## src/rtl/dram_arbiter.sv

```systemverilog
// DRAM cycle arbiter: one DRAM cycle per c0..c3 phase group, shared between
// refresh, video and CPU with fixed priority, plus registered read-data capture.
module dram_arbiter #(
  parameter logic [7:0] REF_PERIOD = 8'd96
) (
  input  logic        clk,
  input  logic        rst,
  input  logic        c0,
  input  logic        c1,
  input  logic        c2,
  input  logic        c3,
  input  logic        cpu_req,
  input  logic        cpu_rnw,
  input  logic [20:0] cpu_addr,
  input  logic        cpu_wrbsel,
  input  logic [7:0]  cpu_wrdata,
  output logic        cpu_next,
  output logic [15:0] cpu_rddata,
  output logic        cpu_strobe,
  output logic        cpu_latch,
  input  logic        vid_req,
  input  logic [20:0] vid_addr,
  output logic        vid_strobe,
  output logic [15:0] vid_rddata,
  output logic        dram_req,
  output logic        dram_rnw,
  output logic        dram_rfsh,
  output logic [20:0] dram_addr,
  output logic [1:0]  dram_bsel,
  output logic [15:0] dram_wrdata,
  input  logic [15:0] dram_rddata
);

  localparam logic [2:0] CYC_NONE   = 3'd0;
  localparam logic [2:0] CYC_RFSH   = 3'd1;
  localparam logic [2:0] CYC_VID    = 3'd2;
  localparam logic [2:0] CYC_CPU_RD = 3'd3;
  localparam logic [2:0] CYC_CPU_WR = 3'd4;

  logic [2:0]  cyc_q, cyc_d;
  logic [7:0]  ref_cnt_q, ref_cnt_d;
  logic        ref_pend_q, ref_pend_d;
  logic        rnw_q, rnw_d;
  logic        rfsh_q, rfsh_d;
  logic [20:0] addr_q, addr_d;
  logic [1:0]  bsel_q, bsel_d;
  logic [15:0] wrdata_q, wrdata_d;
  logic [15:0] cpu_rddata_q, cpu_rddata_d;
  logic [15:0] vid_rddata_q, vid_rddata_d;
  logic        cpu_strobe_q, cpu_strobe_d;
  logic        cpu_latch_q, cpu_latch_d;
  logic        vid_strobe_q, vid_strobe_d;

  // A phase only counts when the strobes are cleanly one-hot, so a glitch that
  // raises two strobes at once cannot start or capture a cycle.
  logic phase_c2, phase_c3;
  assign phase_c2 = c2 & ~(c0 | c1 | c3);
  assign phase_c3 = c3 & ~(c0 | c1 | c2);

  assign cpu_next = !ref_pend_q && !vid_req;

  always_comb begin
    // NOTE: every _d defaults to its _q (strobes to 0) so no branch leaves a
    // variable unassigned; that is what keeps this block free of latches.
    cyc_d        = cyc_q;
    ref_cnt_d    = ref_cnt_q;
    ref_pend_d   = ref_pend_q;
    rnw_d        = rnw_q;
    rfsh_d       = rfsh_q;
    addr_d       = addr_q;
    bsel_d       = bsel_q;
    wrdata_d     = wrdata_q;
    cpu_rddata_d = cpu_rddata_q;
    vid_rddata_d = vid_rddata_q;
    cpu_strobe_d = 1'b0;
    cpu_latch_d  = cpu_latch_q;
    vid_strobe_d = 1'b0;

    if (phase_c3) begin
      ref_cnt_d = ref_cnt_q + 8'd1;
      if (ref_pend_q) begin
        cyc_d      = CYC_RFSH;
        rfsh_d     = 1'b1;
        rnw_d      = 1'b1;
        bsel_d     = 2'b00;
        ref_pend_d = 1'b0;
      end else if (vid_req) begin
        cyc_d  = CYC_VID;
        rfsh_d = 1'b0;
        rnw_d  = 1'b1;
        bsel_d = 2'b11;
        addr_d = vid_addr;
      end else if (cpu_req) begin
        rfsh_d = 1'b0;
        addr_d = cpu_addr;
        if (cpu_rnw) begin
          cyc_d  = CYC_CPU_RD;
          rnw_d  = 1'b1;
          bsel_d = 2'b11;
        end else begin
          cyc_d    = CYC_CPU_WR;
          rnw_d    = 1'b0;
          bsel_d   = cpu_wrbsel ? 2'b10 : 2'b01;
          wrdata_d = {cpu_wrdata, cpu_wrdata};
        end
      end else begin
        cyc_d  = CYC_NONE;
        rfsh_d = 1'b0;
        rnw_d  = 1'b1;
        bsel_d = 2'b00;
      end
      // Placed after the grant so a wrap on the granting edge keeps the request.
      if (ref_cnt_q == REF_PERIOD - 8'd1) begin
        ref_cnt_d  = 8'd0;
        ref_pend_d = 1'b1;
      end
    end

    if (phase_c2) begin
      if (cyc_q == CYC_CPU_RD) begin
        cpu_rddata_d = dram_rddata;
        cpu_strobe_d = 1'b1;
        cpu_latch_d  = 1'b1;
      end else begin
        cpu_latch_d = 1'b0;
      end
      if (cyc_q == CYC_VID) begin
        vid_rddata_d = dram_rddata;
        vid_strobe_d = 1'b1;
      end
    end
  end

  always_ff @(posedge clk) begin
    if (rst) begin
      cyc_q        <= CYC_NONE;
      ref_cnt_q    <= 8'd0;
      ref_pend_q   <= 1'b0;
      rnw_q        <= 1'b1;
      rfsh_q       <= 1'b0;
      addr_q       <= 21'd0;
      bsel_q       <= 2'b00;
      wrdata_q     <= 16'd0;
      cpu_rddata_q <= 16'd0;
      vid_rddata_q <= 16'd0;
      cpu_strobe_q <= 1'b0;
      cpu_latch_q  <= 1'b0;
      vid_strobe_q <= 1'b0;
    end else begin
      cyc_q        <= cyc_d;
      ref_cnt_q    <= ref_cnt_d;
      ref_pend_q   <= ref_pend_d;
      rnw_q        <= rnw_d;
      rfsh_q       <= rfsh_d;
      addr_q       <= addr_d;
      bsel_q       <= bsel_d;
      wrdata_q     <= wrdata_d;
      cpu_rddata_q <= cpu_rddata_d;
      vid_rddata_q <= vid_rddata_d;
      cpu_strobe_q <= cpu_strobe_d;
      cpu_latch_q  <= cpu_latch_d;
      vid_strobe_q <= vid_strobe_d;
    end
  end

  assign dram_req    = (cyc_q != CYC_NONE);
  assign dram_rnw    = rnw_q;
  assign dram_rfsh   = rfsh_q;
  assign dram_addr   = addr_q;
  assign dram_bsel   = bsel_q;
  assign dram_wrdata = wrdata_q;
  assign cpu_rddata  = cpu_rddata_q;
  assign cpu_strobe  = cpu_strobe_q;
  assign cpu_latch   = cpu_latch_q;
  assign vid_rddata  = vid_rddata_q;
  assign vid_strobe  = vid_strobe_q;

endmodule

```

## config.mk

```make
export PLATFORM = sky130hd
export DESIGN_NAME = dram_arbiter
export DESIGN_NICKNAME = d
export VERILOG_FILES = /design/src/rtl/dram_arbiter.sv
export SDC_FILE = /design/constraint.sdc
export NUM_CORES = 1
export LEC_CHECK = 0
export ABC_AREA = 1
export BUFFER_PORTS_ARGS = -buffer_cell sky130_fd_sc_hd__buf_4
export CORE_MARGIN = 2
export CORE_UTILIZATION = 40
export DETAILED_ROUTE_END_ITERATION = 16
export HOLD_SLACK_MARGIN = 0.08
export PLACE_DENSITY = 0.72
export SLEW_MARGIN = 0
export SYNTH_ARGS = -nofsm -noshare
export SYNTH_HDL_FRONTEND = slang
export SYNTH_SLANG_ARGS = --single-unit
```

## constraint.sdc

```tcl
create_clock -name clk -period 1.1 [get_ports clk]
set_input_delay 0.055 -clock clk [delete_from_list [all_inputs] [get_ports clk]]
set_output_delay 0.055 -clock clk [all_outputs]
set_load 0.005 [all_outputs]
```

==> run_results.csv, run 1 <==
group,metric,value,unit
power,finalPower,6.10,mW
clock_tree,h-tree-depth,3,
final_layout,areaGrowthSynthToFinish,75.0,%
clock_tree,cts_buffers,9,
synth,yosysMostFrequentCell,"nand2_1",
global_routing,grtUsageMet3,0.0607,
synth,synthTopCellsByCount,"nand2_1, nor2_1, dfxtp_1",
worst_setup_path,end_kind,"register",
synth,synth_top_area_cell,"dfxtp_1",
synth,synth_area_per_cell,7.10,um2
drt,final_antenna_net_count,0,
placed_design,dpl.hpwl,7020,um
drt,vias,4072,
synth,synth_area_leaders,"dfxtp_1, nand2_1, nor2_1",
worst_setup_path,cp_slowest_cell,"dfxtp_2",
sta,layout_min_cycle_time,1140,ps
hold_path,worst_hold_path_type,"primary input to register",
final_layout,drive_above_1_share,0.370,
clock_tree,path_clk_slew,80,ps
synth,ys_seq_area_frac,0.465,
global_routing,grt-ovfl-total,0,
worst_setup_path,required,1390,ps
status,status,"complete, but fails checks",
clock_tree,clkSinkCount,80,
clock_tree,clk_latency,340,ps
placed_design,io_buffer_count,153,
status,violations,"setup timing",
die,io_pins,154,
synth,ys.warnings.count,0,
worst_setup_path,cp_data_arrival_time,1420,ps
die,die_h,96.8,um
final_layout,fin_area,6030,um2
die,core,8300,um2
die,rows,33,
global_routing,antenna_found_initial,0,
synth,syn_inst,485,
worst_setup_path,critPathMaxFanout,8,
sta,relSlewSlack,0.800,
drt,drc,0,
die,die_x,96.8,um
synth,syn_nets,562,
synth,synth_top_area_frac,0.465,
placed_design,dpl_cell_area,4810,um2
final_layout,fillers,588,
die,die-area,9370,um2
clock_tree,cts_tree,"yes",
power,powerDensity,1010,nW/um2
sta,timing.final.crit_share,1.04,
synth,synth_area,3440,um2
sta,setup_viol,16,
power,p_leak,2.84,nW
placed_design,place.gp.congestion,0.820,
worst_setup_path,startpoint_type,"register",
sta,skew,7.01,ps
worst_setup_path,critical_path_class,"register to register",
global_routing,grt_pass1_vias,4111,
worst_setup_path,crit_top_cell,"nor2_1",
worst_setup_path,path_cells,"inv_2, nand2_2, nor3_4, buf_6, clkbuf_16, nor2_1, nor2_1",
drt,dr.first_iter.drc_count,162,
global_routing,use_met1,0.254,
sta,finalWorstSetupSlack,-38.9,ps
worst_setup_path,slowest_delay,330,ps
synth,synth-edff-count,0,
sta,drv_slew,0,
sta,hold_violations,0,
global_routing,grt_pass1_wl,18700,um
synth,synth-seq-cells,80,
sta,tightest_slew,300,ps
drt,wl_per_cell,14.1,um
global_routing,use_met2,0.439,
global_routing,track_usage,0.240,
drt,drt-total-wl,11700,um
synth,ys_types,24,
sta,clock.fmax,878,MHz
sta,rsz0062_at_grt,"true",
drt,viasPerCell,4.92,
drt,first_pass_iters,4,
flow_run,cap_violations,0,
power,irDropWorstVdd,0.000811,V
global_routing,grt_max_degree,37,
synth,synth_top_flop_cell,"dfxtp_1",
final_layout,n_antenna_cell,0,
global_routing,grt.busiest_layer,"met2",
die,initial_utilization,0.415,
final_layout,design.final.nets,795,
clock_tree,cts_buffer_depth,2,
synth,synth-async-reset-ratio,0,
clock_tree,cts_root_buf,"clkbuf_8",
## layout by cell type (no fill, tap or decap), types with 6 or more instances in the layout
cell type,n
o21ai_1,16
a21oi_1,23
dfxtp_1,74
clkbuf_8,9
nand3_2,6
o21ai_2,7
nand3_1,6
dlygate4sd3_1,63
nor2_4,9
nor2_2,11
nor2_1,95
nand2_1,115
nand4_1,24
buf_6,15
inv_1,28
buf_4,170
## layout make-up
cell class                      instances  area [um2]  area share
Clock inverter                          6        85.1      0.0141
Clock buffer                            9         124      0.0206
Timing Repair Buffer                  257        2270       0.376
Inverter                               36         145      0.0241
Sequential cell                        80        1610       0.268
Multi-Input combinational cell        334        1660       0.276
Tap cell                              105         131      0.0218
## layer usage
metal	vias up	routed length [um]
met3	45	625
li1	1998	-
met1	1866	4560
met4	0	475
met2	163	6030
met5	-	0
## worst paths after layout
kind,startpoint,endpoint,slack [ps],cells past startpoint
worst max-delay path,cyc_q[2],vid_rddata[0],-40,7
worst min-delay path,vid_addr[0],dram_addr[0],100,5
worst max register to register,cyc_q[2],vid_rddata[0],-40,7
worst min register to register,ref_cnt_q[7],ref_cnt_q[7],460,2
## timing repair
item	4_1_cts	5_1_grt
gates resized for setup	26	82
endpoints found under the hold margin	68	0
gates cloned	2	4
endpoints found under the setup margin	36	70
setup buffers	3	3
pin swaps	2	38
hold buffers	64	0
## logic make-up (layout without fill, tap and decap cells)
| logic type | count (synthesis) | after routing | share of synthesized area |
|---|---|---|---|
| xor+xnor | 2 | 2 | 0.00509 |
| flops | 80 | 80 | 0.465 |
| buf+inv | 71 | 308 | 0.107 |
| simple gates | 277 | 277 | 0.340 |
| compound gates | 54 | 54 | 0.0792 |
| fa+ha+maj | 1 | 1 | 0.00363 |
## through the flow
step | setup WS [ps] | util | instances | hold WS, ps | TNS, ps
after floorplan | 17.8 | - | 485 | 190 | 0
after global placement | -73.3 | 0.579 | 740 | 278 | -1900
after detailed placement | -130 | 0.579 | 740 | 293 | -3520
after CTS | -33.7 | 0.700 | 824 | 82.7 | -103
after global routing | -123 | 0.726 | 827 | 130 | -4120
final | -38.9 | 0.726 | 827 | 95.9 | -293
## power breakdown
part           total (mW)  leakage, nW  internal [mW]  switching (mW)
Combinational       0.861         2.09          0.505           0.356
Clock                2.29        0.101           1.26            1.03
Sequential           2.95        0.649           2.93          0.0248
Total                6.10         2.84           4.69            1.41
## worst max-delay path: cells and delay by family, from the launching register on
kind | cells | cell delay [ps]
buffers and inverters | 3 | 390
and+or+nand+nor | 4 | 360
DFF | 1 | 330
## flip-flops by register name (all words and copies together), names as in the netlist
| signal | count |
|---|---|
| cpu_rddata | 16 |
| cpu_strobe | 1 |
| dram_rnw | 1 |
| dram_rfsh | 1 |
| cyc_q | 3 |
| vid_strobe | 1 |
| dram_wrdata | 8 |
| dram_bsel | 2 |
| vid_rddata | 16 |
| cpu_latch | 1 |
| dram_addr | 21 |
| ref_pend_q | 1 |
| ref_cnt_q | 8 |
(Power assumes the default switching activity.)
==> inputs of run 2 (changes only) <==
- CORE_UTILIZATION: 40 -> 42
- PLACE_DENSITY: 0.72 -> 0.75
==> run 2 against run 1 <==
The run still ends with setup timing left. Design area grew 2.7%. Sequential cell count is the same. Count of clock-buffer cells in the layout grew 2. Critical endpoint is now vid_rddata[11]. Wire length grew 9.5%. First-iteration DRC count grew 28%. Via count grew 4.6%. Utilization grew 3.9 points. Clock skew grew 1.5 ps.
==> run_results.csv, run 2 (synthesis results as in run 1) <==
group,metric,value,unit
status,violations,"setup timing",
final_layout,fillers,521,
worst_setup_path,cp_data_arrival_time,1430,ps
flow_run,cap_violations,0,
global_routing,track_usage,0.261,
placed_design,place.gp.congestion,0.844,
placed_design,io_buffer_count,153,
hold_path,hold_start,"cpu_addr[11]",
drt,first_pass_iters,6,
clock_tree,clk_latency,360,ps
sta,skew,8.46,ps
global_routing,grt_pass1_wl,18400,um
sta,relSlewSlack,0.841,
drt,drt-total-wl,12800,um
final_layout,areaGrowthSynthToFinish,79.7,%
worst_setup_path,reg2reg_from,"cyc_q[0]",
worst_setup_path,critPathMaxFanout,8,
final_layout,final_cell_mix,"buf_4, nand2_1, nor2_1",
sta,timing.final.crit_share,1.07,
placed_design,dpl_cell_area,4790,um2
drt,drc,0,
clock_tree,cts_root_buf,"clkbuf_8",
sta,tightest_slew,236,ps
power,powerDensity,1030,nW/um2
power,irDropWorstVdd,0.000660,V
clock_tree,cts_tree,"yes",
clock_tree,path_clk_slew,80,ps
clock_tree,h-tree-depth,3,
worst_setup_path,cp_slowest_cell,"dfxtp_2",
die,initial_utilization,0.426,
power,p_leak,2.96,nW
die,die_h,94.6,um
die,rows,33,
sta,clock.fmax,850,MHz
final_layout,n_antenna_cell,0,
global_routing,grt-ovfl-total,0,
worst_setup_path,r2r_setup_slack,-80,ps
drt,wl_per_cell,15.2,um
placed_design,dpl.hpwl,6810,um
worst_setup_path,required,1350,ps
final_layout,drive_above_1_share,0.376,
worst_setup_path,startpoint_type,"register",
status,status,"complete, but fails checks",
drt,vias,4258,
worst_setup_path,ff2ff_path_depth,8,
worst_setup_path,r2r-end,"vid_rddata[11]",
worst_setup_path,crit_buf_inv,3,
die,io_pins,154,
worst_setup_path,critical_path_class,"register to register",
final_layout,design.final.nets,806,
final_layout,fin_area,6190,um2
drt,final_antenna_net_count,0,
sta,setup_viol,32,
sta,drv_slew,0,
clock_tree,cts_buffer_depth,2,
worst_setup_path,slowest_delay,350,ps
worst_setup_path,end_kind,"register",
final_layout,layout_commonest_cell,"buf_4",
sta,finalWorstSetupSlack,-76.6,ps
sta,layout_min_cycle_time,1180,ps
sta,rsz0062_at_grt,"true",
global_routing,grt_max_degree,42,
clock_tree,clkSinkCount,80,
die,die_x,94.6,um
sta,hold_violations,0,
hold_path,worstHoldPathCells,5,
final_layout,fin_util,0.765,
worst_setup_path,cp_top_family,"buffers and inverters",
worst_setup_path,path_cells,"inv_2, nand2_4, nor3_4, buf_6, buf_12, nand2_2, nand2_1, nor2_1",
drt,viasPerCell,5.08,
hold_path,whs_endpoint,"dram_addr[11]",
final_layout,largest_reg_flops,21,
global_routing,antenna_found_initial,0,
sta,whs,98.9,ps
global_routing,grt_pass1_vias,4077,
die,core,8090,um2
drt,dr.first_iter.drc_count,207,
power,finalPower,6.39,mW
clock_tree,cts_buffers,9,
hold_path,worst_hold_path_type,"primary input to register",
die,die-area,8940,um2
==> run 2: changes by cell type in the layout (fill, tap and decap cells not counted), moves of 6 or more <==
cell	change
o21ai_2	-7
o21ai_1	-16
o21ai_0	+24
nand2_4	+6
nand2_1	-10
==> run 2: metal layers <==
metal	share of wire	track usage	wire length [um]
met1	0.37	0.279	4750
met2	0.51	0.463	6560
met3	0.061	0.0479	780
met4	0.054	0.185	696
met5	0	0	0
==> run 2: power by group <==
part           switching, mW  leakage, nW  internal (mW)
logic                  0.384         2.19          0.525
clock network           1.12        0.120           1.42
registers             0.0251        0.652           2.92
==> run 2: per-stage QoR <==
stage,instances,worst slack [ps],TNS [ps]
floorplan,485,17.8,0
global placement,740,-15.7,-152
detailed placement,740,-54.1,-1020
CTS,834,-41.4,-118
global route,839,-146,-4930
finish,839,-76.6,-955
==> run 2: area by class of cell <==
cell class / count / area [um2] / area share
Sequential cell: 80 / 1620 / 0.262
Tap cell: 105 / 131 / 0.0212
Multi-Input combinational cell: 334 / 1670 / 0.270
Timing Repair Buffer: 268 / 2380 / 0.384
Clock inverter: 5 / 86.3 / 0.0139
Inverter: 36 / 145 / 0.0234
Clock buffer: 11 / 151 / 0.0245
==> run 2: worst min-delay path, delay by kind of cell <==
family | cells | cell delay [ps]
buffers and inverters | 1 | 80
and+or+nand+nor | 4 | 280
==> run 2: worst max path at each step <==
| stage | endpoint | start | depth (start not counted) | slack [ps] |
|---|---|---|---|---|
| after CTS | vid_rddata[11] | cyc_q[0] | 8 | -40 |
| after detailed placement | vid_rddata[6] | c1 | 8 | -50 |
| after global routing | vid_rddata[3] | cyc_q[0] | 7 | -150 |
| final | vid_rddata[11] | cyc_q[0] | 8 | -80 |
| after global placement | vid_rddata[15] | c1 | 8 | -20 |
| after floorplan | ref_cnt_q[0] | ref_cnt_q[0] | 6 | 20 |
==> run 2: what timing repair did <==
| action | in CTS | in global routing |
|---|---|---|
| setup buffers | 6 | 2 |
| hold buffers | 69 | 0 |
| pin swaps | 7 | 27 |
| gates cloned | 3 | 3 |
| endpoints found under the setup margin | 40 | 74 |
| endpoints found under the hold margin | 71 | 0 |
| gates resized for setup | 25 | 68 |
==> inputs of run 3 (changes only) <==
- SETUP_SLACK_MARGIN: unset -> 0.2
==> run 3 against run 2 <==
The flow still finishes with violations (setup timing). Wire length shrank 10%. Setup slack got worse by 3.6 ps. Worst hold slack got worse by 10 ps. Sequential share of layout area increased by 1.3 points.
==> run_results.csv, run 3 (synthesis results as in run 1) <==
group,metric,value,unit
sta,drv_slew,0,
sta,skew,9.21,ps
clock_tree,cts_tree,"yes",
clock_tree,h-tree-depth,3,
drt,dr_wl_met3,564,um
global_routing,grt_pass1_wl,16300,um
clock_tree,cts_root_buf,"clkbuf_8",
power,clkPwrFrac,0.345,
sta,fin_tns_setup,-1210,ps
drt,viasPerCell,4.97,
sta,timing.final.crit_share,1.07,
drt,first_pass_iters,4,
placed_design,place.gp.congestion,0.785,
drt,final_antenna_net_count,0,
drt,wl_met2,6160,um
final_layout,fillers,546,
final_layout,drive_above_1_share,0.458,
die,rows,33,
global_routing,track_usage,0.227,
worst_setup_path,reg2reg_from,"cyc_q[2]",
power,p_seq_frac,0.513,
global_routing,grt_pass1_vias,3650,
status,violations,"setup timing",
sta,clock.fmax,847,MHz
worst_setup_path,startpoint_type,"register",
placed_design,dpl.hpwl,6800,um
worst_setup_path,ff2ff_path_depth,8,
final_layout,regArea,1650,um2
worst_setup_path,required,1330,ps
worst_setup_path,r2r-end,"vid_rddata[14]",
placed_design,dpl_cell_area,4770,um2
final_layout,fin_area,5980,um2
global_routing,grt-ovfl-total,0,
clock_tree,cts_buffer_depth,2,
clock_tree,path_clk_slew,80,ps
hold_path,hold_start,"vid_addr[7]",
final_layout,fin_util,0.739,
final_layout,layout_commonest_cell,"buf_4",
die,die_x,94.6,um
worst_setup_path,critical_path_class,"register to register",
sta,rsz0062_at_grt,"true",
die,die-area,8940,um2
final_layout,final_cell_mix,"buf_4, nand2_1, nor2_1",
final_layout,largest_reg_flops,21,
drt,drt-total-wl,11500,um
drt,dr.max_layer_used,"met4",
clock_tree,clkSinkCount,80,
die,core,8090,um2
clock_tree,clk_latency,340,ps
sta,hold_violations,0,
hold_path,worst_hold_path_type,"primary input to register",
hold_path,whs_endpoint,"dram_addr[7]",
die,die_h,94.6,um
final_layout,design.final.nets,773,
sta,relSlewSlack,0.674,
sta,layout_min_cycle_time,1180,ps
drt,vias,4004,
final_layout,layout.cells.non_filler,806,
power,p_leak,2.84,nW
worst_setup_path,cp_data_arrival_time,1410,ps
final_layout,n_antenna_cell,0,
power,irDropWorstVdd,0.000555,V
power,intPower,4.33,mW
drt,drc,0,
final_layout,multiInputGateArea,1790,um2
flow_run,cap_violations,0,
drt,dr.first_iter.drc_count,129,
sta,finalWorstSetupSlack,-80.2,ps
drt,wl_per_cell,14.2,um
hold_path,worstHoldPathCells,5,
power,switching_power,1.44,mW
placed_design,io_buffer_count,153,
power,sw_frac_of_total,0.249,
power,pwr-share-comb,0.142,
worst_setup_path,critPathMaxFanout,6,
power,powerDensity,963,nW/um2
die,io_pins,154,
clock_tree,cts_buffers,9,
status,status,"complete, but fails checks",
placed_design,dp.cells,727,
sta,setup_viol,24,
global_routing,grt_max_degree,41,
sta,tightest_slew,489,ps
drt,wl_met1,4270,um
worst_setup_path,end_kind,"register",
global_routing,antenna_found_initial,0,
worst_setup_path,r2r_setup_slack,-80,ps
die,initial_utilization,0.426,
final_layout,areaGrowthSynthToFinish,73.7,%
==> run 3: power groups by stage <==
stage	registers [mW]	clock network (mW)	logic, mW
after detailed placement	3.02	0	0.608
after global placement	3.02	0	0.596
after floorplan	3.02	0	0.267
after CTS	2.95	2.01	0.767
final	2.96	1.99	0.818
after global routing	2.96	2.13	0.886
==> run 3: layout make-up <==
class / count / share of cell area
well taps: 105 / 0.0220
inverters: 36 / 0.0247
repair buffers: 234 / 0.347
clock buffers: 11 / 0.0253
multi-input cells: 334 / 0.300
repair inverters: 1 / 0.00105
clock inverters: 5 / 0.00523
flip-flops and latches: 80 / 0.275
==> run 3: routing by layer <==
layer,global-route usage,vias to the layer above
met3,0.0327,40
met5,0,-
met1,0.258,1869
li1,-,1949
met2,0.417,146
met4,0.109,0
==> run 3: worst max-delay path by stage <==
stage | end | startpoint
2_1_floorplan | vid_rddata[11] | cyc_q[1]
3_3_place_gp | ref_cnt_q[0] | c2
3_5_place_dp | vid_rddata[4] | c1
4_1_cts | vid_rddata[3] | cyc_q[2]
5_1_grt | vid_rddata[5] | cyc_q[2]
6_report | vid_rddata[14] | cyc_q[2]
==> run 3: metrics by stage <==
stage | hold slack, ps | power [mW] | worst slack [ps]
2_1_floorplan | 190 | 3.28 | 65.6
3_3_place_gp | 276 | 3.61 | -4.11
3_5_place_dp | 282 | 3.63 | -55.8
4_1_cts | 81.1 | 5.74 | -26.4
5_1_grt | 105 | 5.98 | -144
6_report | 88.5 | 5.76 | -80.2
==> run 3: worst max-delay path, cell delays in order (launching register included) <==
cell and delay [ps]:
dfxtp_2 330, inv_2 80, nand2_2 80, nor3_4 150
buf_12 150, clkbuf_16 150, nand2_4 40, nand2_1 50
nor2_1 40
==> run 3: repair_timing <==
item                       4_1_cts  5_1_grt
cloned                           2        5
hold buffers                    45        0
setup buffers                    3        8
pin swaps                       11       16
setup endpoints to repair       80      106
resized for setup               49       80
hold endpoints to repair        60        0
